`config.mk`:
```
export PLATFORM = sky130hd
export DESIGN_NAME = systolic_row_loader
export DESIGN_NICKNAME = d
export VERILOG_FILES = /design/src/rtl/systolic_row_loader.sv
export SDC_FILE = /design/constraint.sdc
export NUM_CORES = 1
export LEC_CHECK = 0
export CORE_ASPECT_RATIO = 0.9
export CORE_MARGIN = 5
export CORE_UTILIZATION = 46
export DETAILED_ROUTE_END_ITERATION = 8
export PLACE_DENSITY = 0.87
export SLEW_MARGIN = 20
export SYNTH_ARGS = -nofsm -noshare
export SYNTH_HDL_FRONTEND = slang
export SYNTH_SLANG_ARGS = --single-unit
```
`constraint.sdc`:
```
create_clock -name clk -period 2 [get_ports clk]
set_clock_uncertainty 0.1 [all_clocks]
set_input_delay 0.4 -clock clk [delete_from_list [all_inputs] [get_ports clk]]
set_output_delay 0.4 -clock clk [all_outputs]
set_load 0.01 [all_outputs]
```
`src/rtl/systolic_row_loader.sv`:
```
// rtl/systolic_row_loader.sv - captures a DEPTH-element row from a stream and feeds it to the array edge
// Define ROW_SKEW_EN for a diagonal one-lane-per-cycle feed; otherwise all lanes are fed in one cycle.
module systolic_row_loader #(
    parameter int DATA_WIDTH = 8,
    parameter int DEPTH      = 8,
    parameter int CNT_W      = $clog2(DEPTH + 1)
) (
    input  logic                                clk,
    input  logic                                reset,
    input  logic                                in_valid,
    output logic                                in_ready,
    input  logic [DATA_WIDTH-1:0]               in_data,
    input  logic                                start,
    output logic                                full,
    output logic                                busy,
    output logic                                done,
    output logic [CNT_W-1:0]                    load_count,
    output logic [DEPTH-1:0][DATA_WIDTH-1:0]    out_data,
    output logic [DEPTH-1:0]                    out_valid
);

    localparam int PTR_W = $clog2(DEPTH);

    typedef enum logic [1:0] {
        ST_LOAD,
        ST_FULL,
        ST_FEED
    } state_t;

    state_t                             state;
    state_t                             state_next;
    logic [DEPTH-1:0][DATA_WIDTH-1:0]   bank;
    logic [PTR_W-1:0]                   wptr;
    logic [CNT_W-1:0]                   count;
    logic                               accept;
    logic                               last_write;
    logic                               feed_last;

    assign accept     = (state == ST_LOAD) && in_valid;
    assign last_write = accept && (wptr == PTR_W'(DEPTH - 1));

`ifdef ROW_SKEW_EN
    logic [PTR_W-1:0] feed_cnt;

    assign feed_last = (feed_cnt == PTR_W'(DEPTH - 1));

    // Counter is cleared when the feed ends so the next row starts from lane 0.
    always_ff @(posedge clk) begin
        if (!reset) begin
            feed_cnt <= '0;
        end else if (state == ST_FULL && start) begin
            feed_cnt <= '0;
        end else if (state == ST_FEED) begin
            feed_cnt <= feed_last ? '0 : feed_cnt + PTR_W'(1);
        end
    end
`else
    assign feed_last = 1'b1;
`endif

    always_ff @(posedge clk) begin
        if (!reset) begin
            state <= ST_LOAD;
        end else begin
            state <= state_next;
        end
    end

    always_comb begin
        state_next = state;
        case (state)
            ST_LOAD: if (last_write) state_next = ST_FULL;
            ST_FULL: if (start)      state_next = ST_FEED;
            ST_FEED: if (feed_last)  state_next = ST_LOAD;
            default:                 state_next = ST_LOAD;
        endcase
    end

    // The bank is not cleared between rows; only reset zeroes it.
    always_ff @(posedge clk) begin
        if (!reset) begin
            bank  <= '0;
            wptr  <= '0;
            count <= '0;
        end else begin
            if (accept) begin
                bank[wptr] <= in_data;
                wptr       <= last_write ? '0 : wptr + PTR_W'(1);
                count      <= count + CNT_W'(1);
            end
            if (state == ST_FEED && feed_last) begin
                count <= '0;
            end
        end
    end

    always_comb begin
        in_ready = (state == ST_LOAD);
        full     = (state == ST_FULL);
        busy     = (state == ST_FEED);
        done     = busy && feed_last;
`ifdef ROW_SKEW_EN
        out_valid = '0;
        for (int i = 0; i < DEPTH; i++) begin
            out_valid[i] = busy && (feed_cnt == PTR_W'(i));
        end
`else
        out_valid = {DEPTH{busy}};
`endif
    end

    assign load_count = count;
    assign out_data   = bank;

endmodule

```
# Yosys cells after proc, flatten, opt, wreduce, memory -nomap -nowiden
# Index checks and enable logic that the tools add are counted.
[word_totals]
latchBits = 0
ram_bits = 0
elab_cells = 34
romBits = 0
n_memories = 0
register_bits = 73
[classes]
n_lt_le_gt_ge = 2
reduce_logical = 6
div_mod_pow = 0
n_eq_ne = 5
multipliers = 0
n_mux = 7
n_shift = 0
addsub = 2
bitwise_logic = 1
[ops]
columns = ["cell", "count"]
rows = [
  ["bitwise mux 64 bit", 1],
  ["demux 8 bit (select 3 bit)", 1],
  ["2-to-1 mux 8 bit", 1],
  ["adder 4 x 1 -> 4 bit (second input constant)", 1],
  ["< comparator 3 x 4 -> 1 bit (second input constant)", 1],
  ["2-to-1 mux 2 bit", 2],
  ["case mux 2 bit (2 select lines)", 1],
  ["adder 3 x 1 -> 3 bit (second input constant)", 1],
  ["equality test 3 bit (second input constant)", 1],
  ["greater-or-equal comparator 3 x 1 -> 1 bit (second input constant)", 1],
  ["logical AND 1 bit", 3],
  ["2-to-1 mux 3 bit", 1],
  ["equality test 2 x 1 -> 1 bit (second input constant)", 1],
  ["equality test 2 bit (second input constant)", 1],
  ["zero test 2 bit", 1],
  ["inequality test 2 x 1 -> 1 bit (second input constant)", 1],
  ["inequality test 2 bit (second input constant)", 1],
  ["AND reduction 2 bit", 1],
  ["OR reduction 2 bit", 1],
  ["NOT 1 bit", 1],
]

# Depth between registers and ports, before layout
# Gate-level depths: netlist (run 1).
[logic_depth]
ltp_word = 5
mapped_depth = 5

# Worst setup path before layout (run 1)
# OpenSTA, ideal clock, no wires.
[synth_timing]
path_kind = "flip-flop to output port"
start = "register state[1]"
end = "output done"
path_buffers = 2
path_stages_with_launch = 5
arrival_time_ns = 0.960
setup_slack_ns = 0.540
path_cell_list = "dfxtp_1 buf_2 nand2b_1 inv_1 buf_4"
[synth_between]
elab_chain_cells = 1
[synth_rtl]
columns = ["item", "line_no", "rtl"]
rows = [
  ["start, declared", "30", "state_t state;"],
  ["start signal, assigned", "65", "state <= state_next;"],
  ["equality test 2 bit", "100", "busy = (state == ST_FEED);"],
  ["end, declared", "16", "output logic done,"],
]
# Every way passes these cells.

# Final worst setup path (run 1)
[layout_timing]
start = "register state[0]"
end = "output out_valid[2]"
[layout_between]
elab_chain_cells = 1
[layout_rtl]
columns = ["item", "line_no", "rtl"]
rows = [
  ["equality test 2 bit", "100", ""],
  ["end, declared", "19", "output logic [DEPTH-1:0] out_valid"],
]
# Every way passes these cells.

==> results.sh, run 1 <==
export IMPL_outcome="finished clean"
export IMPL_synth_seq_area_share_pct=51.6
export IMPL_synth_compound_area_share_pct=0.795
export IMPL_grt_max_degree=29
export IMPL_ctsHtreeMaxLevel=3
export IMPL_via_count_of_the_first_global_routing_pass=2174
export IMPL_first_pass_iters=4
export IMPL_post_synth_top_area_fraction_pct=51.6
export IMPL_detail_route_drc_violations=0
export IMPL_cts_root_buf="clkbuf_8"
export IMPL_regToRegStartpoint="state[1]"
export IMPL_synthSimpleGateAreaFrac_pct=17.1
export IMPL_synth_ff_latch_count=73
export IMPL_power_density_nw_per_um2=748
export IMPL_post_layout_nonfiller_instances=446
export IMPL_grt_setup_unrepaired="no"
export IMPL_timing_critical_path_arrival_ns=1.42
export IMPL_timing_fmax_mhz=521
export IMPL_yosys_top_cells_area="dfxtp_1, mux2i_1, nand2_1, buf_4, clkbuf_1"
export IMPL_die_area_um2=7830
export IMPL_detailedPlacementHpwl_mm=5.03
export IMPL_clk_transition_reported_paths_ns=0.07
export IMPL_post_route_min_period_ns=1.92
export IMPL_crit_path_max_fanout=7
export IMPL_cts_hold_fix_buffers=0
export IMPL_areaGrowthSynthToFinish_pct=42.6
export IMPL_cts_buffers=9
export IMPL_drt_initial_drc_count=70
export IMPL_synth_adder_area_share_pct=1.33
export IMPL_layout_cells_sized_above_1_pct=9.89
export IMPL_number_of_antenna_violations_at_the_first_check_in_global_routing=0
export IMPL_leakagePower_nw=1.84
export IMPL_post_synth_num_cell_types=27
export IMPL_post_synth_mux_area_share_pct=23.7
export IMPL_grt_use_total_pct=18.6
export IMPL_peak_ir_drop_on_the_vdd_network_mv=0.543
export IMPL_number_of_vias_per_cell_after_detailed_routing=5.00
export IMPL_initial_utilization_pct=46.8
export IMPL_insertedDiodeCount=0
export IMPL_share_of_the_synthesized_netlist_area_taken_by_xor_and_xnor_gates_pct=0.618
export IMPL_drt_wirelength_per_cell_um=16.2
export IMPL_io_pins=92
export IMPL_fin_hold_ws_ns=0.355
export IMPL_cp_required_ns=1.50
export IMPL_die_y_um=84.4
export IMPL_num_nets_final=384
export IMPL_synth_area_per_cell_um2=10.2
export IMPL_fp_dieW_um=92.7
export IMPL_core_region_area_um2=6050
export IMPL_finalHoldViolations=0
export IMPL_place_inst=428
export IMPL_setup_viol=0
export IMPL_routed_via_count=2229
export IMPL_cts_sinks=73
export IMPL_mapped_nets=293
export IMPL_clock_insertion_delay_worst_skew_ns=0.33
export IMPL_mappedNetlistArea_um2=2830
export IMPL_detail_route_antenna_nets=0
export IMPL_cts_tree="yes"
export IMPL_ys_warnings_count=0
export IMPL_dominant_combinational_cell_family_by_area_after_synthesis="multiplexers"
export IMPL_worstSetupPathType="flip-flop to primary output"
export IMPL_worstMarginPinSlew_ns=0.444
export IMPL_routed_wirelength_mm=7.22
export IMPL_placed_cell_area_um2=3810
export IMPL_worstHoldStart="out_data[53]"
export IMPL_final_max_slew_viol_count=0
export IMPL_grt_overflow_total=0
export IMPL_worstHoldPathType="flip-flop to flip-flop"
export IMPL_placementRows=27
export IMPL_worstSetupStartpointType="flip-flop"
export IMPL_gp_routability_congestion=0.803
export IMPL_cap_viol_max_count=0
export IMPL_endpoint_kind="primary output"
export IMPL_worst_slew_margin_rel_pct=70.4
export IMPL_clk_path_buf_depth=2
export IMPL_grt_first_pass_wirelength_mm=11.2
export IMPL_buffer_ports_inserted=91
export IMPL_final_area_um2=4040
export IMPL_fin_crit_sh_pct=95.9
export IMPL_critical_path_source="state[0]"
export IMPL_synthCells=278
export IMPL_synthDominantAreaCellType="dfxtp_1"
-- final timing paths --
path | endpoint | slack [ns] | cells after the start
worst min register to register | out_data[53] | 0.35 | 2
worst min-delay path | out_data[53] | 0.35 | 2
worst max register to register | out_data[34] | 0.34 | 4
worst max-delay path | out_valid[2] | 0.08 | 4
-- area by class of cell --
| type | instances | area (µm²) |
|---|---|---|
| Multi-Input combinational cell | 180 | 1240 |
| Sequential cell | 73 | 1470 |
| Timing Repair inverter | 1 | 7.51 |
| Clock inverter | 7 | 92.6 |
| Inverter | 2 | 7.51 |
| Fill cell | 467 | 2010 |
| Tap cell | 72 | 90.1 |
| Timing Repair Buffer | 102 | 1010 |
| Clock buffer | 9 | 124 |
-- cell families (layout without fill, tap and decap cells) --
family          count (synthesis)  count (layout)
buf+inv                        25             121
fa+ha+maj                       3               3
xor+xnor                        2               2
mux                            67              67
simple gates                  105             105
flops                          73              73
compound gates                  3               3
-- synth_stat cells --
cell type  instances
nand2_1           75
dfxtp_1           73
mux2i_1           67
clkbuf_1          11
buf_4              9
nor2_1             6
ha_1               3
nand2b_1           3
nand3b_1           3
nor2b_1            3
a21boi_0           2
and4b_1            2
buf_2              2
inv_1              2
nand2_2            2
nand3_1            2
nor3b_2            2
xnor2_1            2
a22oi_1            1
and3_1             1
and3b_1            1
buf_6              1
nand3_2            1
nand4_1            1
nor3_1             1
nor3b_1            1
nor4bb_1           1
-- report_power, final --
part           total (mW)  switching [mW]  internal, mW
clock network        1.26           0.555         0.702
registers            1.51          0.0254          1.48
logic               0.254           0.128         0.126
-- stage by stage --
stage,total power [mW],setup WS [ns],util [%],setup TNS [ns]
final,3.02,0.0819,66.8,0
after global routing,3.13,0.0109,66.8,0
after global placement,1.79,0.0701,63.0,0
after floorplan,1.67,0.540,-,0
after CTS,3.04,-0.0135,66.7,-0.0135
after detailed placement,1.80,0.0504,63.0,0
-- metal layers --
layer	vias up	share of wire [%]	GRT usage, %
li1	1102	-	-
met1	1046	45	23.6
met2	75	48	31.2
met3	6	5.8	3.49
met4	0	1.3	7.19
met5	-	0	0
-- sequential cells by signal, summed over array words and instances, names as in the netlist --
name,flops
out_data,64
wptr,3
state,2
load_count,4
-- what timing repair did --
item                       CTS  global route
pin swaps                    0             0
gates cloned                 1             0
resized for setup           15             2
buffers inserted             1             0
setup endpoints to repair   11             1
-- critical path, stage by stage (launching register included) --
cell	delay [ns]
dfxtp_4	0.39
nand2b_4	0.17
clkinvlp_4	0.11
buf_4	0.14
dlygate4sd2_1	0.28
-- layout by cell type, fill, tap and decap left out, types with 2 or more instances in the layout --
| cell type | count |
|---|---|
| and4b_1 | 2 |
| xnor2_1 | 2 |
| clkdlybuf4s50_1 | 79 |
| nand2b_1 | 2 |
| clkbuf_8 | 9 |
| dlygate4sd2_1 | 11 |
| nand2_1 | 75 |
| nand3_1 | 2 |
| buf_12 | 3 |
| a21boi_0 | 2 |
| dfxtp_1 | 72 |
| clkinv_2 | 3 |
| buf_4 | 8 |
| nor2_1 | 6 |
| nand2_2 | 2 |
| nor3b_2 | 2 |
| nand3b_1 | 3 |
| bufinv_16 | 2 |
| ha_1 | 3 |
| nor2b_1 | 3 |
| mux2i_1 | 67 |
(Power assumes the default switching activity.)
==> run 2, diff against run 1 <==
--- a/config.mk
+++ b/config.mk
@@ -6,7 +6,6 @@
 export NUM_CORES = 1
 export LEC_CHECK = 0
 export CORE_ASPECT_RATIO = 0.9
-export CORE_MARGIN = 5
 export CORE_UTILIZATION = 46
 export DETAILED_ROUTE_END_ITERATION = 8
 export PLACE_DENSITY = 0.87
==> run 2 against run 1 <==
Net effect:
- the flow now finishes with violations (DRC)
- hold slack worse by 0.0096 ns
- cell area up 0.12%
- core utilization up 2.7 points
- flip-flop and latch count unchanged
- cell count down 0.67%
- fmax down 0.52%
- clock-buffer cell count up 2
- largest power group unchanged
==> results.sh, run 2 (synthesized netlist as in run 1, its figures left out) <==
export IMPL_worst_setup_path_endpoint="out_valid[4]"
export IMPL_number_of_vias_per_cell_after_detailed_routing=5.14
export IMPL_cp_required_ns=1.50
export IMPL_grt_overflow_total=0
export IMPL_drt_wirelength_per_cell_um=15.9
export IMPL_worstSetupPathType="flip-flop to primary output"
export IMPL_mostFrequentLayoutCell="clkdlybuf4s50_1"
export IMPL_critical_path_source="state[0]"
export IMPL_grt_max_degree=51
export IMPL_insertedDiodeCount=0
export IMPL_worstHoldPathType="input pin to flip-flop"
export IMPL_die_y_um=76.4
export IMPL_finalCoreUtilization_pct=69.5
export IMPL_worst_slew_margin_rel_pct=67.5
export IMPL_via_count_of_the_first_global_routing_pass=2211
export IMPL_final_area_um2=4050
export IMPL_timing_fmax_mhz=519
export IMPL_fp_dieW_um=84.7
export IMPL_count_of_cell_instances_traversed_by_the_critical_path=4
export IMPL_critPathSlowestCell="dfxtp_4"
export IMPL_crit_reg2reg_capture="out_data[34]"
export IMPL_fin_crit_sh_pct=96.4
export IMPL_leakagePower_nw=1.83
export IMPL_most_common_layout_cells="clkdlybuf4s50_1, nand2_1, dfxtp_1"
export IMPL_regToRegStartpoint="state[1]"
export IMPL_routed_via_count=2276
export IMPL_final_fill_count=455
export IMPL_ctsHtreeMaxLevel=3
export IMPL_r2r_cells=4
export IMPL_worstSetupStartpointType="flip-flop"
export IMPL_first_pass_iters=6
export IMPL_cts_buffers=9
export IMPL_setup_viol=0
export IMPL_number_of_flip_flops_under_the_largest_register_name=64
export IMPL_cts_sinks=73
export IMPL_crit_path_max_incr_delay_ns=0.38
export IMPL_cts_hold_fix_buffers=0
export IMPL_cts_root_buf="clkbuf_8"
export IMPL_post_route_min_period_ns=1.93
export IMPL_r2r_slack_ns=0.33
export IMPL_clk_transition_reported_paths_ns=0.07
export IMPL_cts_tree="yes"
export IMPL_final_max_slew_viol_count=0
export IMPL_worstMarginPinSlew_ns=0.487
export IMPL_outcome="finished, violations left"
export IMPL_detailedPlacementHpwl_mm=4.80
export IMPL_grt_first_pass_wirelength_mm=11.2
export IMPL_critical_path_cell_chain="nand2b_4, clkinvlp_4, buf_4, dlygate4sd2_1"
export IMPL_worstPathBufferInverterCount=3
export IMPL_violations="DRC"
export IMPL_detail_route_drc_violations=6
export IMPL_drt_initial_drc_count=110
export IMPL_power_density_nw_per_um2=756
export IMPL_die_area_um2=6480
export IMPL_critPathTopFamily="buffers and inverters"
export IMPL_layout_cells_sized_above_1_pct=9.92
export IMPL_timing_critical_path_arrival_ns=1.43
export IMPL_endpoint_kind="primary output"
export IMPL_buffer_ports_inserted=91
export IMPL_grt_use_total_pct=22.8
export IMPL_placementRows=26
export IMPL_core_region_area_um2=5820
export IMPL_placed_cell_area_um2=3800
export IMPL_clock_insertion_delay_worst_skew_ns=0.34
export IMPL_num_nets_final=383
export IMPL_peak_ir_drop_on_the_vdd_network_mv=0.484
export IMPL_finalHoldViolations=0
export IMPL_grt_setup_unrepaired="no"
export IMPL_number_of_antenna_violations_at_the_first_check_in_global_routing=0
export IMPL_initial_utilization_pct=48.6
export IMPL_areaGrowthSynthToFinish_pct=42.8
export IMPL_detail_route_antenna_nets=0
export IMPL_io_pins=92
export IMPL_routed_wirelength_mm=7.06
export IMPL_crit_path_max_fanout=7
export IMPL_clk_path_buf_depth=2
export IMPL_gp_routability_congestion=0.807
export IMPL_cap_viol_max_count=0
run 2: cell count changes in the layout (fill, tap and decap cells not counted):
cell and delta:
inv_6 -1, clkinv_2 -1, clkinvlp_4 +1, clkbuf_8 +2, nor2b_2 +1, clkinv_4 -1
buf_4 -1, nor2b_1 -1
run 2: routing by layer:
layer,share of wire [%],up-vias,global-route usage [%]
met5,0,-,0
met4,1.2,0,7.80
met3,5.4,10,6.07
met2,48,73,36.3
met1,45,1098,29.9
li1,-,1095,-
run 2: worst min-delay path by stage:
stage,to,slack (ns),startpoint,cells after the start
finish,state[0],0.34,reset,2
global route,state[0],0.35,reset,2
CTS,state[0],0.32,reset,2
detailed placement,out_data[52],0.35,out_data[52],2
global placement,out_data[16],0.35,out_data[16],2
floorplan,out_data[48],0.38,out_data[48],2
run 2: cell type report:
class	instances	area, µm²	area share, %
inverters	2	7.51	0.186
clock inverters	5	77.6	1.92
flip-flops and latches	73	1470	36.2
multi-input cells	180	1240	30.7
repair inverters	1	7.51	0.186
well taps	70	87.6	2.17
clock buffers	11	151	3.74
repair buffers	101	1000	24.8
run 2: power by group:
group          total (mW)  switching (mW)  leakage (nW)  internal, mW
logic               0.252           0.127          1.13         0.124
clock network        1.30           0.530         0.115         0.766
registers            1.51          0.0258         0.591          1.48
total                3.06           0.683          1.83          2.38
run 2: through the flow:
stage	std cells	setup TNS [ns]	setup slack (ns)	total power, mW	hold WS [ns]
floorplan	278	0	0.540	1.67	0.379
global placement	425	0	0.0590	1.79	0.345
detailed placement	425	-0.0371	-0.0127	1.80	0.348
CTS	443	0	0.0291	3.08	0.324
global route	443	0	0.00545	3.17	0.352
finish	443	0	0.0720	3.06	0.345
run 2: worst reg2reg max path, cell delays in order (launching register included):
cell,delay (ns)
dfxtp_1,0.36
buf_4,0.19
nor3b_1,0.32
nand2_1,0.36
mux2i_1,0.21
run 2: what timing repair did:
item / 4_1_cts / 5_1_grt
resized for setup: 17 / 1
endpoints found under the setup margin: 11 / 1
pin swaps: 0 / 0
gates cloned: 1 / 0
setup buffers: 1 / 0
==> run 3, diff against run 2 <==
--- a/config.mk
+++ b/config.mk
@@ -5,10 +5,12 @@
 export SDC_FILE = /design/constraint.sdc
 export NUM_CORES = 1
 export LEC_CHECK = 0
-export CORE_ASPECT_RATIO = 0.9
+export CORE_ASPECT_RATIO = 0.6
 export CORE_UTILIZATION = 46
 export DETAILED_ROUTE_END_ITERATION = 8
-export PLACE_DENSITY = 0.87
+export DONT_BUFFER_PORTS = 1
+export PLACE_DENSITY = 0.68
+export RECOVER_POWER = 100
 export SLEW_MARGIN = 20
 export SYNTH_ARGS = -nofsm -noshare
 export SYNTH_HDL_FRONTEND = slang
==> run 3 against run 2 <==
Net effect:
- die area rose by 0.15%
- critical endpoint is now busy
- cell area fell by 25%
- the flow now finishes without violations
- hold slack worse by 0.24 ns
- combinational power down 54%
==> results.sh, run 3 (synthesized netlist as in run 1, its figures left out) <==
export IMPL_place_inst=337
export IMPL_placementRows=21
export IMPL_gp_routability_congestion=0.752
export IMPL_number_of_antenna_violations_at_the_first_check_in_global_routing=0
export IMPL_final_max_slew_viol_count=0
export IMPL_multi_input_comb_area_um2=1220
export IMPL_via_count_of_the_first_global_routing_pass=1776
export IMPL_mostFrequentLayoutCell="nand2_1"
export IMPL_core_region_area_um2=5750
export IMPL_die_area_um2=6490
export IMPL_timing_hold_worst_endpoint="state[1]"
export IMPL_setup_viol=0
export IMPL_areaGrowthSynthToFinish_pct=6.54
export IMPL_timing_fmax_mhz=548
export IMPL_cts_hold_fix_buffers=0
export IMPL_cts_sinks=73
export IMPL_post_route_min_period_ns=1.82
export IMPL_grt_setup_unrepaired="no"
export IMPL_cap_viol_max_count=0
export IMPL_r2r_slack_ns=0.24
export IMPL_grt_use_total_pct=20.2
export IMPL_worst_slew_margin_rel_pct=57.8
export IMPL_insertedDiodeCount=0
export IMPL_worstSetupPathType="flip-flop to primary output"
export IMPL_ctsHtreeMaxLevel=3
export IMPL_crit_path_max_fanout=10
export IMPL_grt_first_pass_wirelength_mm=9.37
export IMPL_post_cts_repair_setup_buffers=0
export IMPL_worstSetupStartpointType="flip-flop"
export IMPL_fin_hold_ws_ns=0.102
export IMPL_cts_resized=0
export IMPL_peak_ir_drop_on_the_vdd_network_mv=0.377
export IMPL_final_fill_count=528
export IMPL_r2r_cells=3
export IMPL_number_of_flip_flops_under_the_largest_register_name=64
export IMPL_final_setup_worst_slack_ns=0.177
export IMPL_initial_utilization_pct=49.2
export IMPL_post_place_ws_ns=0.355
export IMPL_endpoint_kind="primary output"
export IMPL_drt_initial_drc_count=58
export IMPL_detail_route_antenna_nets=0
export IMPL_layout_cells_sized_above_1_pct=6.59
export IMPL_clk_transition_reported_paths_ns=0.07
export IMPL_outcome="finished clean"
export IMPL_clock_insertion_delay_worst_skew_ns=0.34
export IMPL_die_y_um=62.8
export IMPL_fp_dieW_um=103
export IMPL_cp_required_ns=1.50
export IMPL_cts_buffers=9
export IMPL_number_of_vias_per_cell_after_detailed_routing=5.15
export IMPL_leakagePower_nw=1.39
export IMPL_grt_overflow_total=0
export IMPL_routed_via_count=1818
export IMPL_fin_crit_sh_pct=91.2
export IMPL_crit_reg2reg_capture="out_data[49]"
export IMPL_buffer_ports_inserted=0
export IMPL_detailedPlacementHpwl_mm=4.13
export IMPL_drt_wirelength_per_cell_um=17.3
export IMPL_most_common_layout_cells="nand2_1, dfxtp_1, mux2i_1"
export IMPL_grt_max_degree=81
export IMPL_sequential_cell_area_um2=1460
export IMPL_placed_cell_area_um2=2820
export IMPL_worstMarginPinSlew_ns=0.631
export IMPL_finalHoldViolations=0
export IMPL_regToRegStartpoint="state[0]"
export IMPL_cts_tree="yes"
export IMPL_num_nets_final=283
export IMPL_first_pass_iters=4
export IMPL_final_area_um2=3020
export IMPL_worstHoldStart="start"
export IMPL_power_density_nw_per_um2=963
export IMPL_post_layout_nonfiller_instances=353
export IMPL_io_pins=92
export IMPL_worstHoldPathType="input pin to flip-flop"
export IMPL_worst_hold_path_num_cells=1
export IMPL_fin_setup_tns_ns=0
export IMPL_detail_route_drc_violations=0
export IMPL_cts_root_buf="clkbuf_8"
export IMPL_routed_wirelength_mm=6.12
export IMPL_clk_path_buf_depth=2
export IMPL_timing_critical_path_arrival_ns=1.32
[run 3: layout make-up]
type,instances,area share [%]
Timing Repair Buffer,2,0.373
Clock buffer,10,4.23
Sequential cell,73,48.5
Clock inverter,6,2.99
Multi-Input combinational cell,180,40.4
Inverter,2,0.249
Tap cell,80,3.32
[run 3: stage by stage]
step                      power (mW)  utilization (%)
after global placement          1.68             49.0
final                           2.90             52.4
after detailed placement        1.68             49.0
after CTS                       2.94             52.8
after global routing            3.02             52.4
after floorplan                 1.67                -
[run 3: metal layers]
metal,routed length (µm),global-route usage (%)
met3,726,12.6
met5,0,0
met4,55,4.75
met2,2510,29.3
met1,2820,25.0
[run 3: critical path, cell delays in order, from the launching register on]
cell and delay [ns]:
dfxtp_1 0.37, nand2b_1 0.22, inv_1 0.08, clkbuf_4 0.32
[run 3: worst max-delay path by stage]
| stage | startpoint | end | slack [ns] | cells past startpoint |
|---|---|---|---|---|
| 2_1_floorplan | state[1] | done | 0.54 | 4 |
| 3_3_place_gp | state[0] | out_data[59] | 0.41 | 3 |
| 3_5_place_dp | wptr[0] | out_data[58] | 0.35 | 3 |
| 4_1_cts | state[1] | busy | 0.06 | 3 |
| 5_1_grt | state[1] | out_valid[4] | 0.08 | 3 |
| 6_report | state[0] | busy | 0.18 | 3 |
[run 3: where the power goes]
part	internal (mW)	switching (mW)
Clock	0.707	0.553
Sequential	1.49	0.0421
Combinational	0.0462	0.0710
